File: config.mk
export PLATFORM = sky130hd
export DESIGN_NAME = team_06_sample_feeder
export DESIGN_NICKNAME = d
export VERILOG_FILES = /design/src/rtl/team_06_audio_pkg.sv /design/src/rtl/team_06_sync_fifo.sv /design/src/rtl/team_06_sample_feeder.sv
export SDC_FILE = /design/constraint.sdc
export NUM_CORES = 1
export LEC_CHECK = 0
export BUFFER_PORTS_ARGS = -buffer_cell sky130_fd_sc_hd__buf_4
export CAP_MARGIN = 20
export CELL_PAD_IN_SITES_DETAIL_PLACEMENT = 1
export CELL_PAD_IN_SITES_GLOBAL_PLACEMENT = 1
export CORE_ASPECT_RATIO = 0.6
export CORE_MARGIN = 5
export CORE_UTILIZATION = 44
export CTS_CLUSTER_DIAMETER = 80
export DETAILED_ROUTE_END_ITERATION = 12
export GPL_ROUTABILITY_DRIVEN = 0
export PLACE_DENSITY = 0.7
export SLEW_MARGIN = 5
export SYNTH_ARGS = -nofsm -noshare
export SYNTH_HDL_FRONTEND = slang
export SYNTH_SLANG_ARGS = --single-unit
export TNS_END_PERCENT = 50
File: constraint.sdc
create_clock -name clk -period 3.7 [get_ports clk]
set_clock_uncertainty 0.2 [all_clocks]
set_input_delay 0.185 -clock clk [delete_from_list [all_inputs] [get_ports clk]]
set_output_delay 0.185 -clock clk [all_outputs]
set_load 0.01 [all_outputs]
File: src/rtl/team_06_audio_pkg.sv
// Shared audio-path types and constants for the team_06 sample feeder.
package team_06_audio_pkg;

    localparam int unsigned SAMPLE_W = 16;

    localparam logic [SAMPLE_W-1:0] MUTE_SAMPLE = 16'h0000;

    typedef enum logic [1:0] {
        IDLE  = 2'd0,
        PRIME = 2'd1,
        RUN   = 2'd2
    } feeder_state_e;

endpackage

File: src/rtl/team_06_sync_fifo.sv
// Single-clock FIFO with occupancy count; synchronous flush, pointers wrap modulo DEPTH.
module team_06_sync_fifo #(
    parameter int unsigned DEPTH = 8,
    parameter int unsigned WIDTH = 16
) (
    input  logic                       clk,
    input  logic                       nrst,
    input  logic                       flush,
    input  logic                       push,
    input  logic [WIDTH-1:0]           wdata,
    input  logic                       pop,
    output logic [WIDTH-1:0]           rdata,
    output logic                       full,
    output logic                       empty,
    output logic [$clog2(DEPTH):0]     count
);

    localparam int unsigned PTR_W = $clog2(DEPTH);
    localparam int unsigned CNT_W = $clog2(DEPTH) + 1;

    logic [WIDTH-1:0] mem [DEPTH];
    logic [PTR_W-1:0] wr_ptr_q, wr_ptr_d;
    logic [PTR_W-1:0] rd_ptr_q, rd_ptr_d;
    logic [CNT_W-1:0] count_q, count_d;
    logic             do_push, do_pop;

    assign full    = (count_q == CNT_W'(DEPTH));
    assign empty   = (count_q == '0);
    assign do_push = push && !full && !flush;
    assign do_pop  = pop && !empty && !flush;
    assign rdata   = mem[rd_ptr_q];
    assign count   = count_q;

    always_comb begin
        wr_ptr_d = wr_ptr_q;
        rd_ptr_d = rd_ptr_q;
        count_d  = count_q;
        if (flush) begin
            wr_ptr_d = '0;
            rd_ptr_d = '0;
            count_d  = '0;
        end else begin
            if (do_push) wr_ptr_d = wr_ptr_q + 1'b1;
            if (do_pop)  rd_ptr_d = rd_ptr_q + 1'b1;
            case ({do_push, do_pop})
                2'b10:   count_d = count_q + 1'b1;
                2'b01:   count_d = count_q - 1'b1;
                default: count_d = count_q;
            endcase
        end
    end

    always_ff @(posedge clk or negedge nrst) begin
        if (!nrst) begin
            wr_ptr_q <= '0;
            rd_ptr_q <= '0;
            count_q  <= '0;
        end else begin
            wr_ptr_q <= wr_ptr_d;
            rd_ptr_q <= rd_ptr_d;
            count_q  <= count_d;
        end
    end

    // Storage needs no reset: contents are only visible behind a valid count.
    always_ff @(posedge clk) begin
        if (do_push) mem[wr_ptr_q] <= wdata;
    end

endmodule

File: src/rtl/team_06_sample_feeder.sv
// Buffers processed samples and hands one word per serializer strobe, with prime/underrun control.
// Build option: define TEAM_06_FEEDER_HOLD_LAST_EN to repeat the last sample on underrun (else mute).
module team_06_sample_feeder
    import team_06_audio_pkg::*;
#(
    parameter int unsigned DEPTH       = 8,
    parameter int unsigned PRIME_LEVEL = 4
) (
    input  logic                   clk,
    input  logic                   nrst,
    input  logic                   enable,
    input  logic [15:0]            in_data,
    input  logic                   in_valid,
    output logic                   in_ready,
    input  logic                   word_req,
    output logic [15:0]            parallel_out,
    output logic [$clog2(DEPTH):0] fill_level,
    output logic                   underrun,
    input  logic                   clear_underrun
);

    localparam int unsigned CNT_W = $clog2(DEPTH) + 1;
    localparam logic [CNT_W-1:0] PRIME_CNT = CNT_W'(PRIME_LEVEL);

    feeder_state_e       state_q, state_d;
    logic [SAMPLE_W-1:0] pout_q, pout_d;
    logic [SAMPLE_W-1:0] head, fill_sample;
    logic                underrun_q, underrun_d;
    logic                full, empty, push, pop, underrun_evt;

    assign in_ready     = nrst && enable && !full;
    assign push         = in_valid && in_ready;
    assign pop          = enable && word_req && (state_q == RUN) && !empty;
    assign underrun_evt = enable && word_req && (state_q == RUN) && empty;

`ifdef TEAM_06_FEEDER_HOLD_LAST_EN
    // Underrun only happens in RUN after a pop, so the output register still holds that sample.
    assign fill_sample = pout_q;
`else
    assign fill_sample = MUTE_SAMPLE;
`endif

    team_06_sync_fifo #(
        .DEPTH (DEPTH),
        .WIDTH (SAMPLE_W)
    ) u_fifo (
        .clk   (clk),
        .nrst  (nrst),
        .flush (!enable),
        .push  (push),
        .wdata (in_data),
        .pop   (pop),
        .rdata (head),
        .full  (full),
        .empty (empty),
        .count (fill_level)
    );

    always_comb begin
        state_d    = state_q;
        pout_d     = pout_q;
        underrun_d = underrun_q;

        if (clear_underrun) underrun_d = 1'b0;
        if (underrun_evt)   underrun_d = 1'b1;

        if (word_req) begin
            if (pop)               pout_d = head;
            else if (underrun_evt) pout_d = fill_sample;
            else                   pout_d = MUTE_SAMPLE;
        end

        if (!enable) begin
            state_d = IDLE;
        end else begin
            unique case (state_q)
                IDLE:    state_d = PRIME;
                PRIME:   if (fill_level >= PRIME_CNT) state_d = RUN;
                RUN:     if (underrun_evt) state_d = PRIME;
                default: state_d = IDLE;
            endcase
        end
    end

    always_ff @(posedge clk or negedge nrst) begin
        if (!nrst) begin
            state_q    <= IDLE;
            pout_q     <= MUTE_SAMPLE;
            underrun_q <= 1'b0;
        end else begin
            state_q    <= state_d;
            pout_q     <= pout_d;
            underrun_q <= underrun_d;
        end
    end

    assign parallel_out = pout_q;
    assign underrun     = underrun_q;

endmodule

==> results.cfg, run 1 <==
[yosys]
ys_ff_latch = 157
synth_nets = 352
yosys_warnings = 0
synth_top_area_cell = edfxtp_1
synth.top_cell.area_share_pct = 61.9
async_flop_share_pct = 18.5
syn_area_um2 = 6200
ys_types = 40
yosys-top-cells-area = edfxtp_1, dfrtp_1, mux4_2
synth.avg_cell_area_um2 = 19.1
synth-seq-area-share_pct = 73.6
synth_ff_type = edfxtp_1
synthCells = 325
synth_edf_count = 128

[floorplanning]
coreArea_um2 = 13700
ioPinCount = 44
row_count = 33
initial_core_util_pct = 45.1
die-area_um2 = 16700
die_h_um = 102
die_w_um = 163

[sta]
period_needed_ns = 2.92
totalNegativeSetupSlack_ns = 0
setup_viol = 0
period_share_pct = 79.0
relSlewSlack_pct = 54.5
grt_setup_unrepaired = false
slew_violations = 0
hold_viol_final = 0
worst_pin_slew_ns = 0.683
max_freq_mhz = 342

[finish]
final_cell_mix = edfxtp_1, buf_4, mux4_2, dfrtp_1, dlygate4sd3_1
nFillCells = 1236
drive_gt1_share_pct = 32.5
layout_commonest_cell = edfxtp_1
final_cells = 610
area_growth_pct = 24.0
diodes = 0
finalNetCount = 432

[drt]
wl_met2_um = 6330
first_pass_iters = 4
vias = 3255
drtAntennaViolNets = 0
first_iter_violations = 209
routed_wl_um = 13200
routed.top_layer = met4
wl_met3_um = 552
wl_per_cell_um = 21.6
met1Wirelength_um = 6150
vias_per_cell = 5.34
drc_errors = 0

[min_path]
hp-class = in2reg
holdPathEnd = u_fifo.wr_ptr_q[1]
hp-start = in_valid
hold_path_depth = 4

[placement]
io_buffers = 43
dp.cells = 557
dp_hpwl_um = 7930

[global_routing]
overflow = 0
grtUsageTotal_pct = 17.2
grt_pass1_wl_um = 21000
grt_start_max_net_pins = 35
antenna_found_initial = 0
grt_pass1_vias = 3512

[setup_path]
cp-start-kind = flop
path_class = reg2reg
r2r_slack_ns = 0.78
reg2reg_depth = 9
path_max_fanout = 7
crit_arrival_ns = 3.01
reg2reg_to = u_fifo.count[3]
reg2reg_from = u_fifo.count[2]
endpoint_kind = flop
crit_required_ns = 3.79

[clock_network]
clk_latency_ns = 0.42
clockBufferDepth = 2
post_cts_buffers = 0
cts_buffers = 17
clk_pin_slew_ns = 0.07
cts-root-buf = clkbuf_16
cts_max_level = 4
holdBufCountCts = 20
cts_sinks = 157
tritoncts = yes
cts_resized = 0

[status]
outcome = finished clean

[power]
powerDensity_nw_per_um2 = 520
vdd_drop_max_mv = 0.283
leakage_uw = 0.00266

[run]
cap_violations = 0
[kinds of logic after synthesis]
family / Yosys count / share of synthesized area, %
DFF: 157 / 73.6
muxes: 48 / 14.2
and+or+nand+nor: 43 / 4.23
buffers and inverters: 36 / 2.50
AOI/OAI and AO/OA: 29 / 3.00
xor gates and xnor gates: 7 / 1.29
adders and majority gates: 5 / 1.13
[critical path: stages, from the launching register on]
cell	delay (ns)
dfrtp_1	0.47
nor4b_2	0.51
nor3b_4	0.16
nor2_1	0.31
ha_1	0.30
a21o_1	0.15
a21oi_1	0.28
nor2_1	0.07
a221oi_1	0.25
a31oi_1	0.08
[worst max path at each step]
stage,startpoint,end,slack [ns],cells after the start
after floorplan,u_fifo.count[3],u_fifo.mem[4][0],0.1,4
after global placement,u_fifo.count[0],u_fifo.count[3],0.96,9
after detailed placement,u_fifo.count[0],u_fifo.count[3],0.84,9
after CTS,u_fifo.count[2],u_fifo.count[3],0.82,9
after global routing,u_fifo.count[0],u_fifo.count[3],0.59,9
final,u_fifo.count[2],u_fifo.count[3],0.78,9
[per-layer routing]
metal | GRT usage, % | up-vias
li1 | - | 1443
met1 | 24.1 | 1720
met2 | 27.3 | 80
met3 | 4.31 | 12
met4 | 5.03 | 0
met5 | 0 | -
[area by class of cell]
class / count / area (µm²) / share of cell area (%)
Sequential cell: 157 / 4570 / 59.4
Clock buffer: 17 / 425 / 5.53
Inverter: 18 / 67.6 / 0.878
Clock inverter: 15 / 210 / 2.73
Tap cell: 192 / 240 / 3.12
Multi-Input combinational cell: 132 / 1520 / 19.7
Timing Repair Buffer: 79 / 663 / 8.62
[sequential cells by signal (all words and copies together), names as in the netlist]
register and count:
u_fifo.mem 128, parallel_out 16, u_fifo.count 4, u_fifo.rd_ptr_q 3
u_fifo.wr_ptr_q 3, state_q 2, underrun 1
[stage by stage]
stage	total power (µW)	setup slack, ns	hold WS [ns]	util (%)	instance area [µm²]
6_report	4000	0.776	0.0566	56.0	7700
5_1_grt	4160	0.593	0.0619	56.0	7700
4_1_cts	4050	0.819	0.0273	55.8	7670
3_5_place_dp	2160	0.836	0.0785	49.7	6830
3_3_place_gp	2150	0.961	0.0814	49.7	6830
2_1_floorplan	2070	0.0995	-0.311	-	6200
[cell usage after synthesis, drive strengths merged, types with 4 or more instances]
library cell / count
inv: 18
dfrtp: 29
buf: 13
ha: 4
and2: 4
mux4: 32
clkbuf: 5
edfxtp: 128
o22ai: 17
nor2: 8
nand2: 13
mux2i: 16
xnor2: 6
[where the power goes]
group,internal (µW),total [µW],switching (µW)
clock,1140,1860,721
combinational,88.8,180,90.9
sequential,1930,1960,27.6
total,3160,4000,839
No activity file was read; power rests on OpenSTA's default activity.
==> inputs of run 2 (changes only) <==
--- a/config.mk
+++ b/config.mk
@@ -15,7 +15,7 @@
 export CTS_CLUSTER_DIAMETER = 80
 export DETAILED_ROUTE_END_ITERATION = 12
 export GPL_ROUTABILITY_DRIVEN = 0
-export PLACE_DENSITY = 0.7
+export PLACE_DENSITY = 0.68
 export SLEW_MARGIN = 5
 export SYNTH_ARGS = -nofsm -noshare
 export SYNTH_HDL_FRONTEND = slang
==> constraint.sdc (replaced) <==
create_clock -name clk -period 2.7 [get_ports clk]
set_clock_uncertainty 0.2 [all_clocks]
set_input_delay 0.135 -clock clk [delete_from_list [all_inputs] [get_ports clk]]
set_output_delay 0.135 -clock clk [all_outputs]
set_load 0.01 [all_outputs]
==> results.cfg, run 2 (synthesis gave the netlist of run 1 again) <==
[floorplanning]
initial_core_util_pct = 45.1
ioPinCount = 44
die_w_um = 163
die_h_um = 102
die-area_um2 = 16700
coreArea_um2 = 13700
row_count = 33

[global_routing]
overflow = 0
grtUsageTotal_pct = 18.3
grt_pass1_wl_um = 21900
grt_start_max_net_pins = 35
grt_pass1_vias = 3558
antenna_found_initial = 0

[setup_path]
r2r_slack_ns = 0.11
crit_arrival_ns = 2.68
path_class = reg2reg
crit_required_ns = 2.79
path_max_fanout = 4
reg2reg_to = u_fifo.count[3]
endpoint_kind = flop
cp-start-kind = flop
reg2reg_depth = 9
reg2reg_from = u_fifo.count[2]

[min_path]
hp-class = in2reg
hp-start = word_req
hold_path_depth = 3
holdPathEnd = parallel_out[5]

[drt]
wl_per_cell_um = 22.7
drtAntennaViolNets = 0
first_iter_violations = 195
routed_wl_um = 13900
vias = 3255
vias_per_cell = 5.29
drc_errors = 0
first_pass_iters = 4

[finish]
layout_commonest_cell = edfxtp_1
drive_gt1_share_pct = 34.0
top_register = u_fifo.mem
largest_reg_flops = 128
area_growth_pct = 26.1
final_cell_mix = edfxtp_1, buf_4, mux4_2, dfrtp_1, dlygate4sd3_1
finalNetCount = 438
diodes = 0

[sta]
max_freq_mhz = 386
grt_setup_unrepaired = false
hold_ws_ns = 0.0751
setup_viol = 0
slew_violations = 0
hold_viol_final = 0
period_needed_ns = 2.59
worst_pin_slew_ns = 0.541
period_share_pct = 95.9
setup_slack_ns = 0.112
relSlewSlack_pct = 63.9

[run]
cap_violations = 0

[placement]
io_buffers = 43
dp_hpwl_um = 8420
pre_cts_slack_ns = -0.0696

[status]
outcome = finished clean

[clock_network]
clk_latency_ns = 0.42
cts_buffers = 17
clk_pin_slew_ns = 0.07
cts_sinks = 157
cts_max_level = 4
cts-root-buf = clkbuf_16
tritoncts = yes
post_cts_buffers = 0
clockBufferDepth = 2

[power]
vdd_drop_max_mv = 0.459
leakage_uw = 0.00270
powerDensity_nw_per_um2 = 698
-- run 2: final cells by class --
| cell class | instances | area (µm²) |
|---|---|---|
| Sequential cell | 157 | 4570 |
| Clock buffer | 20 | 437 |
| Multi-Input combinational cell | 132 | 1580 |
| Fill cell | 1253 | 5930 |
| Inverter | 18 | 67.6 |
| Clock inverter | 11 | 168 |
| Timing Repair Buffer | 85 | 763 |
| Tap cell | 192 | 240 |
-- run 2: power by group --
part,switching [µW],internal (µW)
Sequential,30.6,2650
Combinational,150,139
Clock,949,1540
-- run 2: metal layers --
layer	wire (µm)	up-vias	global-route usage [%]
li1	-	1449	-
met1	6610	1727	26.3
met2	6560	63	28.1
met3	592	16	4.19
met4	172	0	6.19
met5	0	-	0
-- run 2: worst max-delay path, cell delays in order, from the launching register on --
cell and delay, ns:
dfrtp_2 0.45, or4_4 0.59, nand2b_4 0.10, nor2_2 0.06, ha_1 0.28, a21o_1 0.18, a21oi_4 0.18, nor2_1 0.07
a221oi_1 0.27, a31oi_1 0.08
-- run 2: through the flow --
step | cell area [µm²] | utilization [%] | setup TNS [ns] | total power (µW) | instances
after floorplan | 6230 | - | -22.96 | 2830 | 325
after global placement | 6990 | 50.8 | 0 | 2970 | 564
after detailed placement | 6990 | 50.8 | -0.0696 | 2980 | 564
after CTS | 7800 | 56.8 | 0 | 5500 | 615
after global routing | 7820 | 56.9 | 0 | 5680 | 615
final | 7820 | 56.9 | 0 | 5460 | 615
-- run 2: what timing repair did --
action	in CTS	in global routing
resized for setup	2	5
hold buffers	20	0
cloned	0	0
endpoints found under the setup margin	1	1
endpoints found under the hold margin	170	0
-- run 2: how the worst max path moves through the flow --
stage | start | end | slack, ns | depth (start not counted)
floorplan | u_fifo.count[3] | u_fifo.mem[5][0] | -0.40 | 4
global placement | u_fifo.count[2] | u_fifo.count[3] | 0.11 | 9
detailed placement | u_fifo.count[2] | u_fifo.count[3] | -0.07 | 9
CTS | u_fifo.count[2] | u_fifo.count[3] | 0.06 | 9
global route | u_fifo.count[2] | u_fifo.count[3] | 0.03 | 9
finish | u_fifo.count[2] | u_fifo.count[3] | 0.11 | 9
